===== src/rtl/adxl362_spi_responder.sv =====
// ADXL362 SPI slave model: decodes 0x0A/0x0B register access with
// auto-increment, serves a 64-byte register map, loads sample registers
// from parallel inputs and drives the int1/int2/measure lines.
module adxl362_spi_responder #(
    parameter logic [7:0] DEVID_AD  = 8'hAD,
    parameter logic [7:0] DEVID_MST = 8'h1D,
    parameter logic [7:0] PARTID    = 8'hF2,
    parameter logic [7:0] REVID     = 8'h01
) (
    input  logic        clk,
    input  logic        nrst,
    input  logic        sck_i,
    input  logic        ncs_i,
    input  logic        mosi_i,
    output logic        miso_o,
    input  logic [11:0] x_i,
    input  logic [11:0] y_i,
    input  logic [11:0] z_i,
    input  logic [11:0] temp_i,
    input  logic        sample_valid_i,
    output logic        int1_o,
    output logic        int2_o,
    output logic        measure_o
);

    typedef enum logic [2:0] {IDLE, CMD, ADDR, WDATA, RDATA, IGNORE} state_e;

    // [0]/[1] synchronizer, [2] delay flop for edge detection
    logic [2:0]  sck_pipe_q, sck_pipe_d;
    logic [2:0]  ncs_pipe_q, ncs_pipe_d;
    logic [1:0]  mosi_pipe_q, mosi_pipe_d;

    state_e      state_q, state_d;
    logic        is_rd_q, is_rd_d;
    logic [2:0]  bit_cnt_q, bit_cnt_d;
    logic [6:0]  shift_in_q, shift_in_d;
    logic [5:0]  addr_q, addr_d;
    logic [7:0]  rd_shift_q, rd_shift_d;
    logic        miso_q, miso_d;
    // R/W storage for 0x20-0x2F, indexed by addr[3:0]; 0x2F is never written
    logic [7:0]  rw_q [0:15];
    logic [7:0]  rw_d [0:15];
    logic [11:0] x_q, x_d, y_q, y_d, z_q, z_d, t_q, t_d;
    logic [11:0] px_q, px_d, py_q, py_d, pz_q, pz_d, pt_q, pt_d;
    logic        pend_q, pend_d;
    logic        dr_q, dr_d;
    logic        int1_q, int1_d, int2_q, int2_d;

    logic        sck_rise, sck_fall, ncs_rise, ncs_fall, ncs_s;
    logic [7:0]  byte_in;
    logic [5:0]  load_addr;
    logic [7:0]  rd_byte;

    assign sck_rise = sck_pipe_q[1] & ~sck_pipe_q[2];
    assign sck_fall = ~sck_pipe_q[1] & sck_pipe_q[2];
    assign ncs_rise = ncs_pipe_q[1] & ~ncs_pipe_q[2];
    assign ncs_fall = ~ncs_pipe_q[1] & ncs_pipe_q[2];
    assign ncs_s    = ncs_pipe_q[1];
    assign byte_in  = {shift_in_q, mosi_pipe_q[1]};

    // Address of a read load: the just-received address byte, else the running pointer
    assign load_addr = (state_q == ADDR) ? byte_in[5:0] : addr_q;

    // Register map read mux
    always_comb begin
        rd_byte = 8'h00;
        case (load_addr)
            6'h00:   rd_byte = DEVID_AD;
            6'h01:   rd_byte = DEVID_MST;
            6'h02:   rd_byte = PARTID;
            6'h03:   rd_byte = REVID;
            6'h0B:   rd_byte = {7'b0, dr_q};
            6'h0E:   rd_byte = x_q[7:0];
            6'h0F:   rd_byte = {{4{x_q[11]}}, x_q[11:8]};
            6'h10:   rd_byte = y_q[7:0];
            6'h11:   rd_byte = {{4{y_q[11]}}, y_q[11:8]};
            6'h12:   rd_byte = z_q[7:0];
            6'h13:   rd_byte = {{4{z_q[11]}}, z_q[11:8]};
            6'h14:   rd_byte = t_q[7:0];
            6'h15:   rd_byte = {{4{t_q[11]}}, t_q[11:8]};
            default: if (load_addr >= 6'h20 && load_addr <= 6'h2E) rd_byte = rw_q[load_addr[3:0]];
        endcase
    end

    // Next-state: SPI protocol FSM, register writes, sample capture, interrupts
    always_comb begin
        logic dr_set, dr_clr, rd_load;
        sck_pipe_d  = {sck_pipe_q[1:0], sck_i};
        ncs_pipe_d  = {ncs_pipe_q[1:0], ncs_i};
        mosi_pipe_d = {mosi_pipe_q[0], mosi_i};
        state_d    = state_q;
        is_rd_d    = is_rd_q;
        bit_cnt_d  = bit_cnt_q;
        shift_in_d = shift_in_q;
        addr_d     = addr_q;
        rd_shift_d = rd_shift_q;
        miso_d     = miso_q;
        rw_d       = rw_q;
        x_d = x_q;   y_d = y_q;   z_d = z_q;   t_d = t_q;
        px_d = px_q; py_d = py_q; pz_d = pz_q; pt_d = pt_q;
        pend_d     = pend_q;
        dr_set     = 1'b0;
        dr_clr     = 1'b0;
        rd_load    = 1'b0;

        if (ncs_rise) begin
            // Frame end: any partial byte is simply dropped
            state_d   = IDLE;
            bit_cnt_d = 3'd0;
            miso_d    = 1'b0;
        end else if (ncs_fall && state_q == IDLE) begin
            state_d   = CMD;
            bit_cnt_d = 3'd0;
            miso_d    = 1'b0;
        end else begin
            if (sck_rise && (state_q == CMD || state_q == ADDR ||
                             state_q == WDATA || state_q == RDATA)) begin
                shift_in_d = byte_in[6:0];
                bit_cnt_d  = bit_cnt_q + 3'd1;
                if (bit_cnt_q == 3'd7) begin
                    case (state_q)
                        CMD: begin
                            if (byte_in == 8'h0A) begin
                                state_d = ADDR; is_rd_d = 1'b0;
                            end else if (byte_in == 8'h0B) begin
                                state_d = ADDR; is_rd_d = 1'b1;
                            end else begin
                                state_d = IGNORE;
                            end
                        end
                        ADDR: begin
                            if (is_rd_q) begin
                                rd_load = 1'b1;
                                state_d = RDATA;
                            end else begin
                                addr_d  = byte_in[5:0];
                                state_d = WDATA;
                            end
                        end
                        WDATA: begin
                            if (addr_q == 6'h1F) begin
                                if (byte_in == 8'h52) begin
                                    for (int i = 0; i < 16; i++) rw_d[i] = 8'h00;
                                    dr_clr = 1'b1;
                                end
                            end else if (addr_q >= 6'h20 && addr_q <= 6'h2E) begin
                                rw_d[addr_q[3:0]] = byte_in;
                            end
                            addr_d = addr_q + 6'd1;
                        end
                        default: rd_load = 1'b1;  // RDATA
                    endcase
                end
            end
            if (rd_load) begin
                rd_shift_d = rd_byte;
                addr_d     = load_addr + 6'd1;
                if (load_addr >= 6'h0E && load_addr <= 6'h15) dr_clr = 1'b1;
            end
            if (sck_fall) begin
                if (state_q == RDATA) begin
                    miso_d     = rd_shift_q[7];
                    rd_shift_d = {rd_shift_q[6:0], 1'b0};
                end else begin
                    miso_d = 1'b0;
                end
            end
        end

        // Samples only land while no frame is active so burst reads stay coherent
        if (sample_valid_i && ncs_s) begin
            x_d = x_i; y_d = y_i; z_d = z_i; t_d = temp_i;
            pend_d = 1'b0;
            dr_set = 1'b1;
        end else if (sample_valid_i) begin
            px_d = x_i; py_d = y_i; pz_d = z_i; pt_d = temp_i;
            pend_d = 1'b1;
        end else if (pend_q && ncs_s) begin
            x_d = px_q; y_d = py_q; z_d = pz_q; t_d = pt_q;
            pend_d = 1'b0;
            dr_set = 1'b1;
        end

        dr_d = dr_q;
        if (dr_clr) dr_d = 1'b0;
        if (dr_set) dr_d = 1'b1;

        int1_d = rw_q[10][7] ^ (rw_q[10][0] & dr_q);  // INTMAP1 @ 0x2A
        int2_d = rw_q[11][7] ^ (rw_q[11][0] & dr_q);  // INTMAP2 @ 0x2B
    end

    // State registers; ncs sync resets low so a frame already open at reset is ignored
    always_ff @(posedge clk or negedge nrst) begin
        if (!nrst) begin
            sck_pipe_q  <= 3'b000;
            ncs_pipe_q  <= 3'b000;
            mosi_pipe_q <= 2'b00;
            state_q     <= IDLE;
            is_rd_q     <= 1'b0;
            bit_cnt_q   <= 3'd0;
            shift_in_q  <= 7'd0;
            addr_q      <= 6'd0;
            rd_shift_q  <= 8'd0;
            miso_q      <= 1'b0;
            rw_q        <= '{default: 8'h00};
            x_q <= '0;  y_q <= '0;  z_q <= '0;  t_q <= '0;
            px_q <= '0; py_q <= '0; pz_q <= '0; pt_q <= '0;
            pend_q      <= 1'b0;
            dr_q        <= 1'b0;
            int1_q      <= 1'b0;
            int2_q      <= 1'b0;
        end else begin
            sck_pipe_q  <= sck_pipe_d;
            ncs_pipe_q  <= ncs_pipe_d;
            mosi_pipe_q <= mosi_pipe_d;
            state_q     <= state_d;
            is_rd_q     <= is_rd_d;
            bit_cnt_q   <= bit_cnt_d;
            shift_in_q  <= shift_in_d;
            addr_q      <= addr_d;
            rd_shift_q  <= rd_shift_d;
            miso_q      <= miso_d;
            rw_q        <= rw_d;
            x_q <= x_d;   y_q <= y_d;   z_q <= z_d;   t_q <= t_d;
            px_q <= px_d; py_q <= py_d; pz_q <= pz_d; pt_q <= pt_d;
            pend_q      <= pend_d;
            dr_q        <= dr_d;
            int1_q      <= int1_d;
            int2_q      <= int2_d;
        end
    end

    assign miso_o    = miso_q;
    assign int1_o    = int1_q;
    assign int2_o    = int2_q;
    assign measure_o = (rw_q[13][1:0] == 2'b10);  // POWER_CTL @ 0x2D

endmodule


===== config.mk =====
export PLATFORM = sky130hd
export DESIGN_NAME = adxl362_spi_responder
export DESIGN_NICKNAME = d
export VERILOG_FILES = /design/src/rtl/adxl362_spi_responder.sv
export SDC_FILE = /design/constraint.sdc
export NUM_CORES = 1
export LEC_CHECK = 0
export ABC_AREA = 1
export BUFFER_PORTS_ARGS = -buffer_cell sky130_fd_sc_hd__buf_2
export CORE_MARGIN = 3
export CORE_UTILIZATION = 40
export CTS_CLUSTER_DIAMETER = 30
export CTS_CLUSTER_SIZE = 30
export DETAILED_ROUTE_END_ITERATION = 16
export GPL_TIMING_DRIVEN = 1
export PLACE_DENSITY = 0.66
export SLEW_MARGIN = 20
export SYNTH_ARGS = -nofsm -noshare
export SYNTH_HDL_FRONTEND = slang
export SYNTH_SLANG_ARGS = --single-unit

===== constraint.sdc =====
create_clock -name clk -period 2.6 [get_ports clk]
set_input_delay 0.39 -clock clk [delete_from_list [all_inputs] [get_ports clk]]
set_output_delay 0.39 -clock clk [all_outputs]
set_load 0.05 [all_outputs]

Word-level counts from Yosys, hierarchy flattened
Index checks and enable logic that the tools add are counted.
Widths: inputs -> output; s select.
Storage, ports and cells
  bits in registers: 265
  ROM bits: 0
  input bits: 54
  latch bits: 0
  output and inout port bits: 4
  memories kept: 0
  memory bits (writable): 0
Operators by class
  reduce and logical (&&, ||, !) cells: 34
  multiply operators: 0
  $lt $le $gt $ge: 9
  add/sub/neg operators: 3
  bitwise operators: 17
  shifts and indexed selects: 0
  divide/modulo/power cells: 0
  mux-type cells: 72
  eq/ne operators: 25
Operators by type and width (count)
  $mux 128: 3
  $mux 12: 12
  $bwmux 128: 1
  $pmux 8 s13: 1
  $mux 8: 7
  $eq 6x5->1 const B: 7
  $bmux 8 s4: 1
  $demux 8 s4: 1
  $mux 3: 10
  $mux 6: 5
  $mux 1: 28
  $eq 6x4->1 const B: 3
  $eq 8x4->1 const B: 2
  $reduce_bool 3->1: 5
  $add 6x1->6 const B: 2
  $eq 6x2->1 const B: 2
  $ge 6x6->1 const B: 2
  $le 6x6->1 const B: 2
  $pmux 6 s2: 1
  $reduce_and 6->1: 2
  $reduce_bool 2->1: 6
  $ge 5x5->1 const B: 2
  $not 4->5: 2
  $eq 8x7->1 const B: 1
  25 further kinds: 52

Logic depth before layout (Yosys ltp)
Gate-level depths: netlist of run 1.
  depth after elaboration: 13
  mapped depth: 19

Least setup slack after synthesis of run 1
OpenSTA, ideal clock, no wires.
  kind: reg-to-reg
  from: register addr_q[0]
  to: register rw_q[104] (netlist bit)
  path buffers: 1
  data arrival time: 1.932 ns
  setup slack: 0.533 ns
  cell stages (with the launch flop): 12
  period minus slack after synthesis: 2.067 ns
  cells stage by stage: dfrtp_1 -> ha_1 -> inv_1 -> nor3_4 -> nand3_1 -> nand2_1 -> inv_2 -> nor4_4 -> buf_6 -> o21ai_4 -> nand2_1 -> o21ai_0
On the way
  word-level cells in the longest chain between the ends: 8
  elaborated cells between the ends (all ways): 16
  those cells by class: 4 x order compare; 2 x eq/ne; 5 x mux; 1 x bitwise; 4 x reduce/logical
Ends and longest elaborated chain
  from (decl): line 37  | logic [5:0] addr_q, addr_d;
  from (signal assigned): line 220  | addr_q <= addr_d;
  $not 4->5 (not written as such): line 147  | rw_d[addr_q[3:0]] = byte_in;
  $ge 5x5->1 (not written as such) / $lt 5x1->1 (equally long branches): line 147
  $logic_and 1x1->1 (not written as such): line 147
  $mux 8 (not written as such): line 147
  $demux 8 s4: line 147
  $bwmux 128: line 147
  $mux 128: line 146  | end else if (addr_q >= 6'h20 && addr_q <= 6'h2E) begin
  $mux 128: line 141  | if (addr_q == 6'h1F) begin
  to (signal assigned): line 223  | rw_q <= rw_d;
  to (decl): line 41  | logic [7:0] rw_q [0:15];
Several ways; a longest one is shown, not always the timed one. The select of a mux whose other input is x is not followed.
A chain may end at the register's enable or synchronous reset.

Worst setup path after layout of run 1
  from: register state_q[2]
  to: register rw_q[19] (netlist bit)
On the way
  word-level cells in the longest chain between the ends: 6
  elaborated cells between the ends (all ways): 12
  those cells by class: 4 x eq/ne; 1 x bitwise; 7 x reduce/logical
Ends and longest elaborated chain
  from (decl): line 33  | state_e state_q, state_d;
  from (signal assigned): line 216  | state_q <= state_d;
  $eq 3x1->1 / $eq 3x2->1 (equally long branches): line 116  | if (sck_rise && (state_q == CMD || state_q == ADDR ||
  $logic_or 1x1->1 (2 in series): line 116
  $logic_or 1x1->1: line 117  | state_q == WDATA || state_q == RDATA)) begin
  $logic_and 1x1->1: line 116
  $reduce_and 7->1 (no source line) (*)
Mark *: on every way between the ends. The rest lies on a longest branch, timed or not.

==> results of run 1 <==
## synthesized netlist by cell type, drive strengths merged, types with 2 or more instances
cell type	instances	area, sq um
o21ai	278	1500
a31oi	3	18.8
xnor2	2	17.5
dfrtp	265	6630
o211ai	3	22.5
o22ai	19	119
or2	4	25.0
nand3b	5	37.5
a21oi	77	385
inv	131	492
buf	23	128
clkbuf	48	181
nor3	8	56.3
nand3	68	345
nand4	8	50.1
nor4	6	67.6
nand2	525	1980
o31ai	2	15.0
mux2	49	552
nor2	126	503
ha	6	75.1
o21a	2	15.0
## worst max-delay path, cell delays in order (launching register included)
cell	delay (ns)
dfrtp_1	0.44
inv_2	0.09
buf_4	0.17
nor3_2	0.13
o21a_1	0.19
nand2_1	0.17
nor4_4	0.31
buf_12	0.23
o21ai_1	0.28
nand2_1	0.15
o21ai_0	0.10
## state kept, by name, summed over array words and instances (netlist names)
signal,count
rw_q,128
pt_q,12
px_q,12
py_q,12
pz_q,12
t_q,12
x_q,12
y_q,12
z_q,12
rd_shift_q,8
shift_in_q,7
addr_q,6
bit_cnt_q,3
ncs_pipe_q,3
sck_pipe_q,3
state_q,3
mosi_pipe_q,2
dr_q,1
int1_o,1
int2_o,1
is_rd_q,1
miso_o,1
pend_q,1
## area by class of cell
class                      instances  area, sq um  area share (%)
multi-input combinational       1193         5880            36.4
timing repair buffer             119          846            5.23
inverter                         132          498            3.08
clock buffer                      67         1440            8.90
clock inverter                    25          324            2.00
tap                              435          544            3.37
sequential                       265         6630            41.0
## per-layer routing
layer	GRT usage, %	part of all wire [%]	up-vias
li1	-	-	5653
met2	35.8	46	374
met5	0	0.033	-
met1	30.1	45	5731
met4	7.19	2.7	2
met3	4.09	5.9	84
## power breakdown
group          internal (mW)  switching, mW  leakage (nW)  total [mW]
registers               4.44          0.220          3.49        4.66
clock network           4.55           2.15         0.870        6.70
logic                  0.327          0.508          3.12       0.835
total                   9.32           2.88          7.47        12.2
## cell usage in the layout, fill, tap and decap left out, types with 4 or more instances in the layout
| cell type | n |
|---|---|
| o21ai_1 | 28 |
| nand3b_1 | 5 |
| nand4_1 | 8 |
| nor2_1 | 114 |
| clkbuf_16 | 53 |
| nand2_2 | 10 |
| clkinv_2 | 11 |
| clkbuf_1 | 8 |
| dfrtp_1 | 265 |
| or2_2 | 4 |
| clkbuf_8 | 6 |
| buf_4 | 52 |
| mux2_2 | 49 |
| inv_2 | 6 |
| nand3_1 | 67 |
| bufinv_16 | 7 |
| buf_2 | 56 |
| nand2_1 | 514 |
| o22ai_1 | 19 |
| o21ai_0 | 240 |
| a21oi_1 | 76 |
| buf_12 | 6 |
| dlygate4sd3_1 | 4 |
| nor2_4 | 6 |
| ha_1 | 6 |
| nor2_2 | 6 |
| o21ai_4 | 10 |
| inv_1 | 124 |
| nor3_1 | 6 |
## final timing paths
check,from,to,depth (start not counted)
min reg2reg,ncs_pipe_q[0],ncs_pipe_q[1],0
max,state_q[2],rw_q[19],10
max reg2reg,state_q[2],rw_q[19],10
min,z_i[11],pz_q[11],2
min in group asynchronous,nrst,rw_q[49],2
max in group asynchronous,nrst,rw_q[76],3
## cell families after synthesis
logic type | Yosys count
compound gates | 386
flops | 265
buf+inv | 203
xor+xnor | 2
simple gates | 750
fa+ha+maj | 6
mux | 49
## what timing repair did
action                                  4_1_cts  5_1_grt
hold endpoints to repair                     75        0
endpoints found under the setup margin        0        8
hold buffers                                  4        0
resized for setup                             0       14
setup buffers                                 0        0
==> reports/metrics.yaml, run 1 <==
status: "completed"
clock_tree.buffer_depth: 3
clock_tree.root_cell: "clkbuf_16"
synth.yosys.seq_area_share_pct: 50.1
cts_tree: "yes"
tritoncts.num_buffers: 53
grt_pass1_vias: 11900
post_synthesis_area_per_instance_sq_um: 7.97
yosys.area_share.xor_xnor_pct: 0.132
synth.cell_area_sq_mm: 0.0132
antennaDiodeCount: 0
postPlaceCellArea_sq_mm: 0.0143
wl_microns: 38800
critical_path_class: "flop to flop"
die_outline_area_sq_mm: 0.0353
pin_count_of_the_biggest_net_entering_global_routing: 81
mappedNetlistNets: 1721
grt_overflow: 0
h-tree-depth: 2
wl_per_cell_microns: 17.4
skew_ns: 0.0182
finalHoldWorstSlack_ns: 0.0746
max_cap_violations: 0
yosys.cell_types.count: 39
vias: 11800
finish.net_count: 1824
grt_pass1_wl_microns: 63800
unrepaired_setup_endpoints_after_global_routing: "false"
stdcell_area_sq_mm: 0.0162
fin_util_pct: 50.3
cellPowerDensity_mw_per_mm2: 754
slew_headroom_pct: 53.7
worst_vdd_ir_v: 0.000501
slew_viol_final: 0
drt_pass1_iterations: 6
post_synthesis_compound_gate_area_fraction_pct: 15.8
finalSetupViolations: 0
report.final.hold_viol_count: 0
dominant_combinational_cell_family_by_area_after_synthesis: "simple AND/OR/NAND/NOR gates"
drtIter0Drc: 972
cts.reportedPaths.clkPinSlew_ns: 0.05
die_w_microns: 188
fillerInstances: 3082
synth-adder-area-share_pct: 0.567
final_cell_count_no_fill: 2236
fin_ws_ns: 0.189
finalPower_mw: 12.2
clock-sinks: 265
post-dp-hpwl_microns: 26700
power_leakage_nw: 7.47
worst-slew-pin-transition_ns: 0.690
gp_congestion: 0.921
placement.io_buffers: 57
floorplan.rows: 65
initial_core_util_pct: 41.2
timing.critical_path.required_ns: 3.02
period_share_pct: 92.7
placed_cells: 2140
ys_dominant_reg_cell: "dfrtp_1"
vias_per_cell: 5.30
num_io_pins: 58
post_synth_mux_area_share_pct: 4.17
start_kind: "flop"
global_route.usage.total_pct: 22.1
area_growth_syn_to_layout_pct: 22.1
async_flop_share_pct: 100
grt_antenna_before_repair: 1
dp_worst_setup_slack_ns: 0.0942
drc: 0
regToRegSetupSlack_ns: 0.19
fmax_mhz: 415
core_sq_mm: 0.0321
fraction_of_layout_cells_with_a_size_suffix_above_1_pct: 16.6
netlist_instances: 1661
clock_insertion_delay_worst_skew_ns: 0.56
synth-warning-count: 0
final_antenna_net_count: 0
synth-edff-count: 0
holdCritPathClass: "primary input to flop"
die-height_microns: 188
layout_min_cycle_time_ns: 2.41
arrival_ns: 2.83
finalSetupTns_ns: 0
post_synthesis_simple_gate_area_fraction_pct: 23.2
crit_path_end_kind: "flop"
synth_register_bits: 265
crit_fanout: 15
Power figures use the tool's default switching activity.
==> run 2, diff against run 1 <==
--- a/config.mk
+++ b/config.mk
@@ -14,6 +14,7 @@
 export DETAILED_ROUTE_END_ITERATION = 16
 export GPL_TIMING_DRIVEN = 1
 export PLACE_DENSITY = 0.66
+export REMOVE_ABC_BUFFERS = 1
 export SLEW_MARGIN = 20
 export SYNTH_ARGS = -nofsm -noshare
 export SYNTH_HDL_FRONTEND = slang
==> reports/metrics.yaml, run 2 (synthesis results as in run 1) <==
layout_min_cycle_time_ns: 2.40  # -0.0109 ns
grt_pass1_vias: 12100  # +2.0%
arrival_ns: 2.91  # +0.08 ns
worst-slew-pin-transition_ns: 0.616  # -0.0745 ns
max_cap_violations: 0  # unchanged
holdCritPathClass: "primary input to flop"
start_kind: "flop"
floorplan.rows: 65  # unchanged
clock-sinks: 265  # unchanged
pin_count_of_the_biggest_net_entering_global_routing: 91  # +12%
timing.critical_path.required_ns: 3.11  # +0.09 ns
clock_tree.root_cell: "clkbuf_16"
critical_path_class: "flop to flop"
grt_antenna_before_repair: 0  # -1
mostFrequentLayoutCell: "nand2_1"
post-dp-hpwl_microns: 26800  # +0.44%
clock_tree.buffer_depth: 3  # unchanged
path_cells: "inv_2 > nand3_4 > nand2_1 > nand2_1 > nand2_1 > buf_12 > nor2_1 > nor2_1 > nand2_1 > nand2_1 > nand2_1 > nor2_1 > o21bai_1 > nand2_1 > nand2_1 > nand2_1"
cts.reportedPaths.clkPinSlew_ns: 0.05  # about the same
area_growth_syn_to_layout_pct: 24.9
timing.critical_path.slowest_cell_delay_ns: 0.43  # about the same
finalSetupViolations: 0  # unchanged
dp_worst_setup_slack_ns: 0.0878  # -0.00634 ns
finalSetupTns_ns: 0  # unchanged
h-tree-depth: 2  # unchanged
die-height_microns: 188  # unchanged
largest-register: "rw_q"
cts_tree: "yes"
vias: 11900  # +0.19%
initial_core_util_pct: 41.2  # unchanged
fmax_mhz: 417  # +0.45%
placement.io_buffers: 57  # unchanged
largest_reg_flops: 128  # unchanged
die_w_microns: 188  # unchanged
drc: 0  # unchanged
finalHoldWorstSlack_ns: 0.0587  # -0.0159 ns
drtIter0Drc: 959  # -1.3%
slew_viol_final: 0  # unchanged
fraction_of_layout_cells_with_a_size_suffix_above_1_pct: 17.6  # +0.95 points
worst_vdd_ir_v: 0.000740  # +48%
report.final.hold_viol_count: 0  # unchanged
skew_ns: 0.0173  # -0.000948 ns
regToRegSetupSlack_ns: 0.20  # about the same
drt_pass1_iterations: 6  # unchanged
core_sq_mm: 0.0321  # unchanged
global_route.usage.total_pct: 22.6  # +0.49 points
cellPowerDensity_mw_per_mm2: 810  # +7.3%
power_leakage_nw: 7.65  # +2.4%
crit_path_end_kind: "flop"
grt_overflow: 0  # unchanged
fin_util_pct: 51.5  # +1.2 points
status: "completed"
num_io_pins: 58  # unchanged
clock_insertion_delay_worst_skew_ns: 0.57  # about the same
tritoncts.num_buffers: 60  # +13%
vias_per_cell: 5.27  # -0.53%
cp_slowest_cell: "dfrtp_1"
wl_microns: 39600  # +2.1%
die_outline_area_sq_mm: 0.0353  # unchanged
slew_headroom_pct: 58.7  # +5.0 points
period_share_pct: 92.3  # -0.42 points
final_cell_mix: "nand2_1 (516), dfrtp_1 (264), o21ai_0 (240)"
final_antenna_net_count: 0  # unchanged
cp_common_cell: "nand2_1"
fin_ws_ns: 0.200  # +0.0109 ns
antennaDiodeCount: 0  # unchanged
crit_fanout: 13  # -2
grt_pass1_wl_microns: 65000  # +1.9%
gp_congestion: 0.990  # +7.5%
wl_per_cell_microns: 17.6  # +1.3%
finish.net_count: 1829  # +0.27%
## run 2: cell count changes in the layout (fill, tap and decap cells not counted), moves of 3 or more
cell,before,now
bufinv_16,7,11
buf_4,52,48
clkbuf_16,53,60
clkbuf_1,8,4
clkinvlp_4,2,7
inv_6,3,6
nand2_2,10,7
clkinv_4,2,5
## run 2: per-stage QoR
| stage | instances | power [mW] | instance area (sq um) |
|---|---|---|---|
| after floorplan | 1590 | 5.10 | 12900 |
| after global placement | 2138 | 5.51 | 14300 |
| after detailed placement | 2138 | 5.54 | 14300 |
| after CTS | 2252 | 13.5 | 16500 |
| after global routing | 2252 | 13.9 | 16500 |
| final | 2252 | 13.4 | 16500 |
## run 2: final cells by class
type / instances / area (sq um)
fillers: 3021 / 15600
flip-flops and latches: 265 / 6630
repair buffers: 117 / 856
well taps: 435 / 544
multi-input cells: 1193 / 5870
inverters: 132 / 495
clock buffers: 69 / 1590
clock inverters: 41 / 551
## run 2: path summary, 6_finish.rpt
kind,from,to,cells after the start
worst min register to register,mosi_pipe_q[0],mosi_pipe_q[1],0
min in group asynchronous,nrst,rw_q[9],2
worst max register to register,state_q[2],rd_shift_q[7],16
max in group asynchronous,nrst,state_q[1],3
worst max-delay path,state_q[2],rd_shift_q[7],16
worst min-delay path,y_i[10],py_q[10],2
## run 2: repair_timing
| item | CTS | global route |
|---|---|---|
| endpoints found under the hold margin | 26 | 0 |
| gates resized for setup | 0 | 12 |
| setup buffers | 0 | 0 |
| hold buffers | 4 | 0 |
| endpoints found under the setup margin | 0 | 8 |
## run 2: worst max-delay path, delay by kind of cell, from the launching register on
kind	cells	cell delay (ns)
flops	1	0.43
simple gates	13	1.48
buf+inv	2	0.28
compound gates	1	0.14
## run 2: where the power goes
part / internal, mW / leakage, nW / switching, mW
Sequential: 4.44 / 3.48 / 0.214
Combinational: 0.330 / 3.13 / 0.502
Clock: 5.45 / 1.03 / 2.46
## run 2: per-layer routing
metal  up-vias  global-route usage, %  part of all wire [%]
met3        91                   4.37                   6.1
met4         0                   7.99                   2.9
met5         -                      0                     0
met2       402                   37.2                    47
met1      5692                   29.9                    44
li1       5681                      -                     -
